File: config.mk
export PLATFORM = sky130hd
export DESIGN_NAME = mem_arbiter_flat
export DESIGN_NICKNAME = d
export VERILOG_FILES = /design/src/rtl/mem_arbiter_if.sv /design/src/rtl/mem_arbiter.sv /design/src/flat_wrapper.sv
export SDC_FILE = /design/constraint.sdc
export NUM_CORES = 1
export LEC_CHECK = 0
export ABC_AREA = 0
export CORE_AREA = 2 2 536 538
export DETAILED_ROUTE_END_ITERATION = 12
export DIE_AREA = 0 0 538 540
export PLACE_DENSITY_LB_ADDON = 0.15
export SYNTH_ARGS = -nofsm -noshare
export SYNTH_HDL_FRONTEND = slang
export SYNTH_SLANG_ARGS = --single-unit
File: constraint.sdc
create_clock -name clk -period 2.4 [get_ports clk]
set_input_delay 0.48 -clock clk [delete_from_list [all_inputs] [get_ports clk]]
set_output_delay 0.48 -clock clk [all_outputs]
set_load 0.005 [all_outputs]
File: src/rtl/mem_arbiter_if.sv
// Bundle of the two cache line ports and the DDR line port seen by mem_arbiter.
// The slave modport is the arbiter's view; master is the caches/DDR side.
interface mem_arbiter_if #(
    parameter int ADDR_WIDTH = 28,
    parameter int BLOCK_SIZE = 256
);
    logic [ADDR_WIDTH-1:0] d_mem_addr;
    logic [BLOCK_SIZE-1:0] d_mem_wr;
    logic                  d_mem_rw;
    logic                  d_mem_valid;
    logic [BLOCK_SIZE-1:0] d_mem_rd;
    logic                  d_mem_ready;

    logic [ADDR_WIDTH-1:0] i_mem_addr;
    logic                  i_mem_valid;
    logic [BLOCK_SIZE-1:0] i_mem_rd;
    logic                  i_mem_ready;

    logic [ADDR_WIDTH-1:0] ddr_addr;
    logic [BLOCK_SIZE-1:0] ddr_wr;
    logic                  ddr_rw;
    logic                  ddr_valid;
    logic [BLOCK_SIZE-1:0] ddr_rd;
    logic                  ddr_ready;

    // Handshake: a requester raises valid and holds it (with stable payload)
    // until the matching ready pulse; ready is a single-cycle pulse and valid
    // may drop afterwards. The DDR side sees the same rule with ddr_valid/ddr_ready.
    modport slave (
        input  d_mem_addr, d_mem_wr, d_mem_rw, d_mem_valid,
        input  i_mem_addr, i_mem_valid,
        input  ddr_rd, ddr_ready,
        output d_mem_rd, d_mem_ready, i_mem_rd, i_mem_ready,
        output ddr_addr, ddr_wr, ddr_rw, ddr_valid
    );

    modport master (
        output d_mem_addr, d_mem_wr, d_mem_rw, d_mem_valid,
        output i_mem_addr, i_mem_valid,
        output ddr_rd, ddr_ready,
        input  d_mem_rd, d_mem_ready, i_mem_rd, i_mem_ready,
        input  ddr_addr, ddr_wr, ddr_rw, ddr_valid
    );
endinterface

File: src/rtl/mem_arbiter.sv
// Round-robin arbiter multiplexing I-cache and D-cache line requests onto one
// DDR line port, with registered read lines and a valid-gated ready pulse.
module mem_arbiter #(
    parameter int ADDR_WIDTH = 28,
    parameter int BLOCK_SIZE = 256
) (
    input  logic        clk,
    input  logic        rst_n,
    mem_arbiter_if.slave bus,
    output logic        arb_busy,
    output logic [1:0]  state_dbg_o
);
    typedef enum logic [1:0] {
        IDLE = 2'd0,
        BUSY = 2'd1,
        RESP = 2'd2
    } state_t;

    localparam logic OWN_I = 1'b0;
    localparam logic OWN_D = 1'b1;

    state_t                state_q, state_d;
    logic                  owner_q, owner_d;
    logic                  last_q, last_d;
    logic [ADDR_WIDTH-1:0] addr_q, addr_d;
    logic [BLOCK_SIZE-1:0] wr_q, wr_d;
    logic                  rw_q, rw_d;
    logic [BLOCK_SIZE-1:0] d_rd_q, d_rd_d;
    logic [BLOCK_SIZE-1:0] i_rd_q, i_rd_d;
    logic                  grant_d;
    logic                  grant_i;

    // On a tie the requester that did not win last time goes first.
    always_comb begin
        grant_d = bus.d_mem_valid && (!bus.i_mem_valid || (last_q == OWN_I));
        grant_i = bus.i_mem_valid && !grant_d;
    end

    always_comb begin
        state_d = state_q;
        owner_d = owner_q;
        last_d  = last_q;
        addr_d  = addr_q;
        wr_d    = wr_q;
        rw_d    = rw_q;
        d_rd_d  = d_rd_q;
        i_rd_d  = i_rd_q;
        case (state_q)
            IDLE: begin
                if (grant_d) begin
                    owner_d = OWN_D;
                    addr_d  = bus.d_mem_addr;
                    rw_d    = bus.d_mem_rw;
                    wr_d    = bus.d_mem_rw ? bus.d_mem_wr : '0;
                    state_d = BUSY;
                end else if (grant_i) begin
                    owner_d = OWN_I;
                    addr_d  = bus.i_mem_addr;
                    rw_d    = 1'b0;
                    wr_d    = '0;
                    state_d = BUSY;
                end
            end
            BUSY: begin
                if (bus.ddr_ready) begin
                    if (!rw_q) begin
                        if (owner_q == OWN_D) d_rd_d = bus.ddr_rd;
                        else                  i_rd_d = bus.ddr_rd;
                    end
                    last_d  = owner_q;
                    state_d = RESP;
                end
            end
            // The return to IDLE gives the cache a cycle to leave its
            // write-back/allocate state before its next request is sampled.
            RESP:    state_d = IDLE;
            default: state_d = IDLE;
        endcase
    end

    always_ff @(posedge clk or negedge rst_n) begin
        if (!rst_n) begin
            state_q <= IDLE;
            owner_q <= OWN_I;
            last_q  <= OWN_I;
            addr_q  <= '0;
            wr_q    <= '0;
            rw_q    <= 1'b0;
            d_rd_q  <= '0;
            i_rd_q  <= '0;
        end else begin
            state_q <= state_d;
            owner_q <= owner_d;
            last_q  <= last_d;
            addr_q  <= addr_d;
            wr_q    <= wr_d;
            rw_q    <= rw_d;
            d_rd_q  <= d_rd_d;
            i_rd_q  <= i_rd_d;
        end
    end

    assign bus.ddr_valid = (state_q == BUSY);
    assign bus.ddr_addr  = addr_q;
    assign bus.ddr_wr    = wr_q;
    assign bus.ddr_rw    = rw_q;
    assign bus.d_mem_rd  = d_rd_q;
    assign bus.i_mem_rd  = i_rd_q;
    // A requester that withdrew its valid gets no ready; the response is dropped.
    assign bus.d_mem_ready = (state_q == RESP) && (owner_q == OWN_D) && bus.d_mem_valid;
    assign bus.i_mem_ready = (state_q == RESP) && (owner_q == OWN_I) && bus.i_mem_valid;
    assign arb_busy      = (state_q != IDLE);
    assign state_dbg_o   = state_q;

endmodule
File: src/flat_wrapper.sv
// flat-port wrapper written by rule: the top's interface ports become plain ports
module mem_arbiter_flat 
#(
    parameter int ADDR_WIDTH = 28,
    parameter int BLOCK_SIZE = 256
)
  (clk, rst_n, arb_busy, state_dbg_o, bus_d_mem_addr, bus_d_mem_wr, bus_d_mem_rw, bus_d_mem_valid, bus_i_mem_addr, bus_i_mem_valid, bus_ddr_rd, bus_ddr_ready, bus_d_mem_rd, bus_d_mem_ready, bus_i_mem_rd, bus_i_mem_ready, bus_ddr_addr, bus_ddr_wr, bus_ddr_rw, bus_ddr_valid);
  mem_arbiter_if #(.ADDR_WIDTH(ADDR_WIDTH), .BLOCK_SIZE(BLOCK_SIZE)) bus_i ();
  input  logic clk;
  input  logic rst_n;
  output logic arb_busy;
  output logic [1:0] state_dbg_o;
  input wire logic [$bits(bus_i.d_mem_addr)-1:0] bus_d_mem_addr;
  input wire logic [$bits(bus_i.d_mem_wr)-1:0] bus_d_mem_wr;
  input wire logic [$bits(bus_i.d_mem_rw)-1:0] bus_d_mem_rw;
  input wire logic [$bits(bus_i.d_mem_valid)-1:0] bus_d_mem_valid;
  input wire logic [$bits(bus_i.i_mem_addr)-1:0] bus_i_mem_addr;
  input wire logic [$bits(bus_i.i_mem_valid)-1:0] bus_i_mem_valid;
  input wire logic [$bits(bus_i.ddr_rd)-1:0] bus_ddr_rd;
  input wire logic [$bits(bus_i.ddr_ready)-1:0] bus_ddr_ready;
  output wire logic [$bits(bus_i.d_mem_rd)-1:0] bus_d_mem_rd;
  output wire logic [$bits(bus_i.d_mem_ready)-1:0] bus_d_mem_ready;
  output wire logic [$bits(bus_i.i_mem_rd)-1:0] bus_i_mem_rd;
  output wire logic [$bits(bus_i.i_mem_ready)-1:0] bus_i_mem_ready;
  output wire logic [$bits(bus_i.ddr_addr)-1:0] bus_ddr_addr;
  output wire logic [$bits(bus_i.ddr_wr)-1:0] bus_ddr_wr;
  output wire logic [$bits(bus_i.ddr_rw)-1:0] bus_ddr_rw;
  output wire logic [$bits(bus_i.ddr_valid)-1:0] bus_ddr_valid;
  assign bus_i.d_mem_addr = bus_d_mem_addr;
  assign bus_i.d_mem_wr = bus_d_mem_wr;
  assign bus_i.d_mem_rw = bus_d_mem_rw;
  assign bus_i.d_mem_valid = bus_d_mem_valid;
  assign bus_i.i_mem_addr = bus_i_mem_addr;
  assign bus_i.i_mem_valid = bus_i_mem_valid;
  assign bus_i.ddr_rd = bus_ddr_rd;
  assign bus_i.ddr_ready = bus_ddr_ready;
  assign bus_d_mem_rd = bus_i.d_mem_rd;
  assign bus_d_mem_ready = bus_i.d_mem_ready;
  assign bus_i_mem_rd = bus_i.i_mem_rd;
  assign bus_i_mem_ready = bus_i.i_mem_ready;
  assign bus_ddr_addr = bus_i.ddr_addr;
  assign bus_ddr_wr = bus_i.ddr_wr;
  assign bus_ddr_rw = bus_i.ddr_rw;
  assign bus_ddr_valid = bus_i.ddr_valid;
  mem_arbiter #(.ADDR_WIDTH(ADDR_WIDTH), .BLOCK_SIZE(BLOCK_SIZE)) u_core (.clk(clk), .rst_n(rst_n), .bus(bus_i), .arb_busy(arb_busy), .state_dbg_o(state_dbg_o));
endmodule
==> qor.txt, run 1 <==
Starting DRT DRC Count: 922
unrepaired setup endpoints after global routing: yes
number of max-cap violations: 0
crit path launch type: register
Total Wirelength: 176500 um
Internal: 48320 uW
GPL Wtd Cong: 0.7590
Setup TNS Final: 0 ps
DP Area: 49440 sq um
Core Rows: 196
first-pass GRT wire length: 233200 um
Hold Violations, Final: 0
gr usage total: 11.68%
most frequent cells in the layout: 1302 x clkdlybuf4s50_1, 783 x dfrtp_1, 273 x mux2_2
Num CTS Buffers: 116
Die Footprint: 290500 sq um
clock sink count: 801
io pins: 1377
Synth Net Count: 2404
metal3 WL: 19600 um
Critical Path Fanout Max: 2
post-DR vias/cell: 3.118
worst skew pair latency: 830 ps
Starting Density: 10.75%
Worst slew margin: 60.86%
CTS max path bufs: 4
Final HPWL DP: 142800 um
Sequential Power Share: 33.6%
root buffer cell: clkbuf_16
vias in the first global route: 24400
worst vdd ir: 0.5382 mV
post-route ant nets: 0
layout cell share with drive strength beyond 1: 25.10%
initial antenna violation count: 63
Seq/Total Area, Yosys: 65.54%
switching part of the total: 31.70%
DR vias: 22420
Worst Clk Skew: 35.49 ps
critical path required time: 1920 ps
Die Height: 540 um
status: complete, no violations
Setup CP Type: register to output pin
DIE WIDTH: 538 um
Routed WL per cell: 24.54 um
Gate power share: 42.4%
P&R area growth vs syn: 74.21%
commonest non-fill, non-tap cell in the layout: clkdlybuf4s50_1
Post-Synthesis Cells: 1830
Worst Path Buf+Inv: 5
Final min period: 2300 ps
fmax: 434.7 MHz
CTS H-Tree Depth: 3
Clk pwr share: 24.0%
fin cells: 7191
Crit. End Element: output pin
Leak: 0.02247 uW
highest metal used: met5
CP delay by family, top: buffers and inverters
metal2 WL: 86880 um
CTS tree: built
largest net degree at the start of global routing: 70
placed insts: 6956
M1 WL: 65100 um
first-pass iteration count of the detailed router: 4
nets: 3894
Core ar.: 284500 sq um
Ys Warns: 0
CP max stage cell: dfrtp_2
port bufs: 1376
synthesized area: 30580 sq um
Setup Viol. Count Final: 0
cells along the critical path: buf_12 > buf_6 > nor2_4 > buf_6 > inv_2 > buf_2
#FFs+latches synth: 801
most frequent CP cell: buf_6
CP arrival: 1820 ps
P per Cell Area: 1328 nW/um^2
worst slew pin tran: 587.1 ps
Final Cycle Share: 95.84%
Mapped Avg Cell Area: 16.71 sq um
CP peak stage delay: 430 ps
Psw: 22430 uW
final instance area: 53280 sq um
Post-route DRC: 0
number of distinct library cells after synthesis: 27
Min-Delay Path Class: primary input to asynchronous set/reset pin
GR Overflow Total: 0
final-report max-slew violation count: 0
Clock transition at path regs: 60 ps
[power by group through the flow]
stage | clock network, uW | logic, uW | registers (uW)
floorplan | 0 | 10000 | 23600
global placement | 0 | 31000 | 24100
detailed placement | 0 | 31000 | 24000
CTS | 17800 | 30900 | 23900
global route | 18300 | 31900 | 24600
finish | 17000 | 30000 | 23800
[registers in the layout (all words and copies together), names as in the netlist]
name,count
u_core.bus.d_mem_rd,256
u_core.bus.ddr_addr,28
u_core.bus.ddr_rw,1
u_core.bus.ddr_wr,256
u_core.bus.i_mem_rd,256
u_core.last_q,1
u_core.owner_q,1
u_core.state_dbg_o,2
[cell families (layout without fill, tap and decap cells)]
family                 Yosys count  count (layout)  share of synthesized area, %
flip-flops                     801             801                         65.54
multiplexers                   513             513                         21.83
AO/OA/AOI/OAI                  317             317                         8.489
buffers and inverters          132            1705                         3.154
AND/OR/NAND/NOR                 67              67                        0.9819
other                            0              26                             0
[worst register-to-register path, cell delays in order (launching register included)]
cell and delay [ps]:
dfrtp_2 390, buf_6 120, buf_4 130, nand3b_4 100, or3b_4 420, buf_12 170, buf_12 290, mux2_4 530
[final cells by class]
| class | count | area, sq um |
|---|---|---|
| clock buffer | 175 | 3456 |
| sequential | 801 | 20070 |
| timing repair buffer | 1501 | 15100 |
| inverter | 3 | 11.26 |
| antenna | 26 | 65.06 |
| fill | 30970 | 231200 |
| tap | 3762 | 4707 |
| multi-input combinational | 897 | 9609 |
| clock inverter | 26 | 261.5 |
[synth_stat cells]
cell	count	area [sq um]
a21bo_2	1	10.01
a21oi_1	28	140.1
mux2_2	273	3074
clkbuf_1	44	165.2
nor3_1	1	5.000
nor2_1	1	3.750
a21o_1	1	7.510
nand3b_4	1	20.02
buf_2	53	265.3
a21boi_0	1	7.510
nand2_1	57	214.0
buf_12	22	440.4
buf_6	6	67.56
or2_2	1	6.260
o21ai_0	1	5.000
a31oi_1	28	175.2
a22o_1	257	2251
dfrtp_1	801	20040
inv_1	3	11.26
and4bb_2	1	12.51
mux2_4	240	3603
or2b_1	1	7.510
and3_1	1	6.260
buf_1	4	15.01
and2_1	1	6.260
or3b_1	1	8.760
and4b_1	1	10.01
[routing by layer]
| metal | up-vias | track usage (%) |
|---|---|---|
| met4 | 74 | 3.151 |
| met1 | 11310 | 12.50 |
| met2 | 1029 | 20.34 |
| met3 | 253 | 5.579 |
| li1 | 9753 | - |
| met5 | - | 0 |
[stage by stage]
step / util (%) / setup slack, ps / hold slack (ps) / power, uW
3_3_place_gp: 17.38 / -496.1 / 462.6 / 55070
3_5_place_dp: 17.38 / -446.1 / 461.8 / 54990
2_1_floorplan: - / 590.9 / 184.4 / 33570
6_report: 18.73 / 99.81 / 198.4 / 70750
4_1_cts: 18.71 / -43.66 / 106.2 / 72680
5_1_grt: 18.71 / -4.390 / 148.9 / 74860
[timing repair]
action                                  in CTS  in global routing
pin swaps                                    0                  1
endpoints found under the setup margin      76                  8
buffers inserted                             8                  0
gates resized for setup                    105                  9
hold endpoints to repair                   321                  0
hold buffers                                 1                  0
[final timing paths]
kind	slack, ps	cells after the start	from	to
min in group clk	240	3	bus_d_mem_addr[7]	u_core.bus.ddr_addr[7]
worst min-delay path	200	2	rst_n	u_core.bus.d_mem_rd[183]
worst min register to register	500	1	u_core.bus.ddr_wr[215]	u_core.bus.ddr_wr[215]
max in group asynchronous	1230	4	rst_n	u_core.bus.ddr_wr[91]
worst max-delay path	100	6	u_core.state_dbg_o[1]	arb_busy
worst max register to register	170	7	u_core.state_dbg_o[0]	u_core.bus.d_mem_rd[143]
Note: power is estimated with default switching activity, not from simulation.
==> inputs of run 2 (changes only) <==
--- a/config.mk
+++ b/config.mk
@@ -10,6 +10,8 @@
 export DETAILED_ROUTE_END_ITERATION = 12
 export DIE_AREA = 0 0 538 540
 export PLACE_DENSITY_LB_ADDON = 0.15
+export RECOVER_POWER = 50
+export SKIP_CTS_REPAIR_TIMING = 1
 export SYNTH_ARGS = -nofsm -noshare
 export SYNTH_HDL_FRONTEND = slang
 export SYNTH_SLANG_ARGS = --single-unit
==> run 2 against run 1 <==
Against the previous run:
- utilization about the same
- sequential power about the same
- register-to-register slack better by 80 ps
- largest cell class unchanged
- sequential cell count unchanged
- critical path depth down 5
- setup slack worse by 1.1 ps
- power up 0.20%
- hold slack better by 46 ps
- maximum frequency about the same
- count of clock-buffer cells in the layout unchanged
- global-route usage about the same
- clock power about the same
==> qor.txt, run 2 (synthesis results as in run 1) <==
status: complete, no violations (unchanged)
crit path launch type: register (unchanged)
Post-route DRC: 0 (unchanged)
P per Cell Area: 1330 nW/um^2 (was 1328 nW/um^2)
Setup Viol. Count Final: 0 (unchanged)
GPL Wtd Cong: 0.7590 (unchanged)
Hold Violations, Final: 0 (unchanged)
initial antenna violation count: 63 (unchanged)
fmax: 434.5 MHz (was 434.7 MHz)
Final min period: 2301 ps (was 2300 ps)
first-pass iteration count of the detailed router: 5 (was 4)
post-DR vias/cell: 3.116 (was 3.118)
final instance area: 53320 sq um (was 53280 sq um)
gr usage total: 11.66% (was 11.68%)
layout cell share with drive strength beyond 1: 24.55% (was 25.10%)
Leak: 0.02269 uW (was 0.02247 uW)
Clock transition at path regs: 50 ps (was 60 ps)
worst skew pair latency: 830 ps (about the same)
GR Overflow Total: 0 (unchanged)
area used by multi-input combinational logic: 9604 sq um (was 9609 sq um)
Core Util, Final: 18.74% (was 18.73%)
Core Rows: 196 (unchanged)
Critical Path Fanout Max: 2 (unchanged)
CTS max path bufs: 4 (unchanged)
Crit. End Element: output pin (unchanged)
fill count: 30940 (was 30970)
r2r startpoint: u_core.state_dbg_o[1] (was u_core.state_dbg_o[0])
Final HPWL DP: 142800 um (unchanged)
clock sink count: 801 (unchanged)
Power, Total: 70890 uW (was 70750 uW)
critical path required time: 1920 ps (about the same)
Core ar.: 284500 sq um (unchanged)
commonest non-fill, non-tap cell in the layout: clkdlybuf4s50_1 (unchanged)
Worst Clk Skew: 38.32 ps (was 35.49 ps)
io pins: 1377 (unchanged)
unrepaired setup endpoints after global routing: yes (unchanged)
nets: 3892 (was 3894)
largest net degree at the start of global routing: 70 (unchanged)
worst slew pin tran: 1220 ps (was 587.1 ps)
DIE WIDTH: 538 um (unchanged)
number of max-cap violations: 0 (unchanged)
Num CTS Buffers: 116 (unchanged)
final-report max-slew violation count: 0 (unchanged)
Die Height: 540 um (unchanged)
Reg-to-Reg End: u_core.bus.d_mem_rd[143] (unchanged)
Hold Path Sink: u_core.bus.ddr_addr[7]
Worst Path Buf+Inv: 1 (was 5)
Worst Hold Launch: bus_d_mem_addr[7]
Final Cycle Share: 95.89% (was 95.84%)
Routed WL per cell: 24.51 um (was 24.54 um)
Hold WS: 244.3 ps (was 198.4 ps)
CP peak stage delay: 580 ps (was 430 ps)
post-route ant nets: 0 (unchanged)
Setup CP Type: register to output pin (unchanged)
Min-Delay Path Class: primary input to register (was primary input to asynchronous set/reset pin)
first-pass GRT wire length: 232700 um (was 233200 um)
CP delay by family, top: buffers and inverters (unchanged)
most frequent cells in the layout: 1325 x clkdlybuf4s50_1, 791 x dfrtp_1, 273 x mux2_2 (was 1302 x clkdlybuf4s50_1, 783 x dfrtp_1, 273 x mux2_2)
DR vias: 22400 (was 22420)
hold path cells: 3
CP arrival: 1820 ps (about the same)
worst vdd ir: 0.5367 mV (was 0.5382 mV)
DP Area: 49440 sq um (unchanged)
port bufs: 1376 (unchanged)
CP max stage cell: clkdlybuf4s50_1 (was dfrtp_2)
Worst slew margin: 18.66% (was 60.86%)
Starting Density: 10.75% (unchanged)
worst-case reg-to-reg path depth: 5 (was 7)
CTS tree: built (unchanged)
vias in the first global route: 24330 (was 24400)
r2r setup slk: 250 ps (was 170 ps)
Starting DRT DRC Count: 947 (was 922)
Die Footprint: 290500 sq um (unchanged)
cells along the critical path: clkdlybuf4s50_1 (was buf_12 > buf_6 > nor2_4 > buf_6 > inv_2 > buf_2)
root buffer cell: clkbuf_16 (unchanged)
CTS H-Tree Depth: 3 (unchanged)
Total Wirelength: 176200 um (was 176500 um)
P&R area growth vs syn: 74.33% (was 74.21%)
Register Area: 20060 sq um (was 20070 sq um)
==> run 2: layer usage <==
layer  wire length [um]  track usage, %  share of wire, %
met1              64700           12.49                37
met2              86550           20.30                49
met3              19780           5.563                11
met4               4723           3.151               2.7
met5                444               0              0.25
==> run 2: stage by stage <==
step | TNS (ps) | instances | setup WS [ps]
floorplan | 0 | 1830 | 590.9
global placement | -196160 | 6956 | -496.1
detailed placement | -173770 | 6956 | -446.1
CTS | -5413 | 7157 | -593.0
global route | -2.858 | 7170 | -2.858
finish | 0 | 7190 | 98.75
==> run 2: layout make-up <==
type,instances,share of cell area (%)
Multi-Input combinational cell,897,18.01
Tap cell,3762,8.828
Antenna cell,27,0.1267
Inverter,3,0.02112
Clock buffer,175,6.482
Timing Repair Buffer,1499,28.42
Clock inverter,26,0.4905
Sequential cell,801,37.62
==> run 2: worst max path at each step <==
stage,start,to,slack (ps),depth (start not counted)
after floorplan,u_core.state_dbg_o[1],u_core.bus.d_mem_rd[100],590,6
after global placement,bus_ddr_ready,u_core.bus.i_mem_rd[205],-500,9
after detailed placement,bus_ddr_ready,u_core.bus.i_mem_rd[179],-450,9
after CTS,u_core.state_dbg_o[0],bus_d_mem_ready,-590,3
after global routing,u_core.state_dbg_o[0],bus_d_mem_ready,-3,3
final,u_core.bus.ddr_wr[53],bus_ddr_wr[53],100,1
==> run 2: report_power, final <==
part,switching [uW],internal (uW)
clock,6890,10100
sequential,3980,19800
combinational,11500,18600
total,22400,48500
==> inputs of run 3 (changes only) <==
--- a/config.mk
+++ b/config.mk
@@ -9,6 +9,7 @@
 export CORE_AREA = 2 2 536 538
 export DETAILED_ROUTE_END_ITERATION = 12
 export DIE_AREA = 0 0 538 540
+export GPL_TIMING_DRIVEN = 0
 export PLACE_DENSITY_LB_ADDON = 0.15
 export RECOVER_POWER = 50
 export SKIP_CTS_REPAIR_TIMING = 1
==> run 3 against run 2 <==
Against the previous run:
- the flow now finishes with violations (negative hold slack)
- largest cell class unchanged
- die area did not move
- global-route usage up 0.64 points
- clock power barely moved
- maximum frequency fell by 3.4%
- sequential share of layout area shrank 0.21 points
- highest routed layer unchanged
- combinational power grew 3%
- first-iteration DRC count decreased by 21%
==> qor.txt, run 3 (synthesis results as in run 1) <==
status: complete, but fails checks (was complete, no violations)
failing checks: negative hold slack
Num CTS Buffers: 114 (was 116)
Critical Path Fanout Max: 3 (was 2)
Final min period: 2383 ps (was 2301 ps)
Die Footprint: 290500 sq um (unchanged)
Core ar.: 284500 sq um (unchanged)
Total Wirelength: 185800 um (was 176200 um)
final instance area: 53630 sq um (was 53320 sq um)
worst slew pin tran: 1329 ps (was 1220 ps)
layout cell share with drive strength beyond 1: 24.39% (was 24.55%)
P&R area growth vs syn: 75.37% (was 74.33%)
gr usage total: 12.29% (was 11.66%)
CP peak stage delay: 430 ps (was 580 ps)
port bufs: 1376 (unchanged)
critical path required time: 1920 ps (about the same)
root buffer cell: clkbuf_16 (unchanged)
Final HPWL DP: 152900 um (was 142800 um)
fin cells: 7214 (was 7190)
GPL Wtd Cong: 0.8142 (was 0.7590)
Starting DRT DRC Count: 747 (was 947)
Hold WS: -517.8 ps (was 244.3 ps)
Starting Density: 10.75% (unchanged)
post-route ant nets: 0 (unchanged)
Core Rows: 196 (unchanged)
first-pass GRT wire length: 241800 um (was 232700 um)
vias in the first global route: 24430 (was 24330)
CTS max path bufs: 4 (unchanged)
post-DR vias/cell: 3.115 (was 3.116)
most frequent CP cell: buf_4
Setup TNS Final: 0 ps (unchanged)
Hold Violations, Final: 189 (was 0)
Setup CP Type: register to output pin (unchanged)
commonest non-fill, non-tap cell in the layout: clkdlybuf4s50_1 (unchanged)
CP arrival: 1900 ps (was 1820 ps)
dpl ws: -1815 ps (was -446.1 ps)
cells along the critical path: buf_4 > buf_4 > and4bb_2 > buf_6 (was clkdlybuf4s50_1)
Min-Delay Path Class: primary input to asynchronous set/reset pin (was primary input to register)
io pins: 1377 (unchanged)
CP max stage cell: dfrtp_2 (was clkdlybuf4s50_1)
clock sink count: 801 (unchanged)
Clock transition at path regs: 60 ps (was 50 ps)
number of max-cap violations: 0 (unchanged)
CTS tree: built (unchanged)
CTS H-Tree Depth: 3 (unchanged)
fill count: 30840 (was 30940)
Routed WL per cell: 25.75 um (was 24.51 um)
DR vias: 22470 (was 22400)
fmax: 419.7 MHz (was 434.5 MHz)
nets: 3916 (was 3892)
unrepaired setup endpoints after global routing: yes (unchanged)
placed insts: 6978 (was 6956)
Leak: 0.02372 uW (was 0.02269 uW)
most frequent cells in the layout: 1271 x clkdlybuf4s50_1, 785 x dfrtp_1, 273 x mux2_2 (was 1325 x clkdlybuf4s50_1, 791 x dfrtp_1, 273 x mux2_2)
Crit. End Element: output pin (unchanged)
fin worst setup slack: 17.19 ps (was 98.75 ps)
Worst slew margin: 11.38% (was 18.66%)
DP Area: 49330 sq um (was 49440 sq um)
initial antenna violation count: 72 (was 63)
final-report max-slew violation count: 0 (unchanged)
DIE WIDTH: 538 um (unchanged)
worst skew pair latency: 840 ps (was 830 ps)
Setup Viol. Count Final: 0 (unchanged)
worst vdd ir: 0.5594 mV (was 0.5367 mV)
first-pass iteration count of the detailed router: 4 (was 5)
Final Cycle Share: 99.28% (was 95.89%)
Die Height: 540 um (unchanged)
crit path launch type: register (unchanged)
GR Overflow Total: 0 (unchanged)
Worst Clk Skew: 47.76 ps (was 38.32 ps)
P per Cell Area: 1341 nW/um^2 (was 1330 nW/um^2)
Post-route DRC: 0 (unchanged)
largest net degree at the start of global routing: 101 (was 70)
run 3: cell count changes in the layout (fill, tap and decap cells not counted), sizes merged, moves of 4 or more:
cell / previous run / this run
bufinv: 2 / 7
dlymetal6s2s: 40 / 102
clkinv: 17 / 22
clkdlybuf4s50: 1325 / 1271
buf: 117 / 93
clkinvlp: 3 / 7
clkbuf: 191 / 223
run 3: final cells by class:
class,instances,area [sq um],area share (%)
clock inverters,38,460.4,0.8585
plain buffers,128,1056,1.969
repair buffers,1397,14370,26.79
well taps,3762,4707,8.776
flip-flops and latches,801,20060,37.41
multi-input cells,897,9594,17.89
diodes,24,60.06,0.1120
inverters,3,11.26,0.02100
clock buffers,164,3311,6.173
run 3: final timing paths:
| check | slack [ps] | depth (start not counted) | endpoint | start |
|---|---|---|---|---|
| worst max-delay path | 20 | 4 | bus_i_mem_ready | u_core.state_dbg_o[0] |
| max in group asynchronous | 440 | 6 | u_core.bus.d_mem_rd[172] | rst_n |
| worst max register to register | 110 | 4 | u_core.bus.ddr_wr[253] | u_core.last_q |
| worst min-delay path | -520 | 1 | u_core.bus.ddr_wr[7] | rst_n |
| min in group clk | 240 | 2 | u_core.bus.ddr_wr[181] | bus_d_mem_wr[181] |
| worst min register to register | 500 | 1 | u_core.bus.ddr_wr[80] | u_core.bus.ddr_wr[80] |
run 3: layer usage:
layer,global-route usage [%],wire length [um],vias to the layer above
li1,-,-,9834
met1,12.47,65600,11210
met2,21.73,92830,1086
met3,6.003,20600,269
met4,4.197,6204,72
met5,0.2665,543,-
run 3: where the power goes:
part           total [uW]  internal [uW]  switching (uW)
combinational       30900          18500           12400
clock               17300          10300            6990
sequential          23700          19800            3930
run 3: critical path, delay by kind of cell (launching register included):
| kind | cells | cell delay (ps) |
|---|---|---|
| buffers and inverters | 3 | 390 |
| DFF | 1 | 430 |
| and+or+nand+nor | 1 | 290 |
run 3: per-stage QoR:
stage               total power, uW  utilization, %
floorplan                     33570               -
global placement              55880           17.25
detailed placement            55790           17.34
CTS                           73890           18.67
global route                  76090           18.84
finish                        71910           18.85
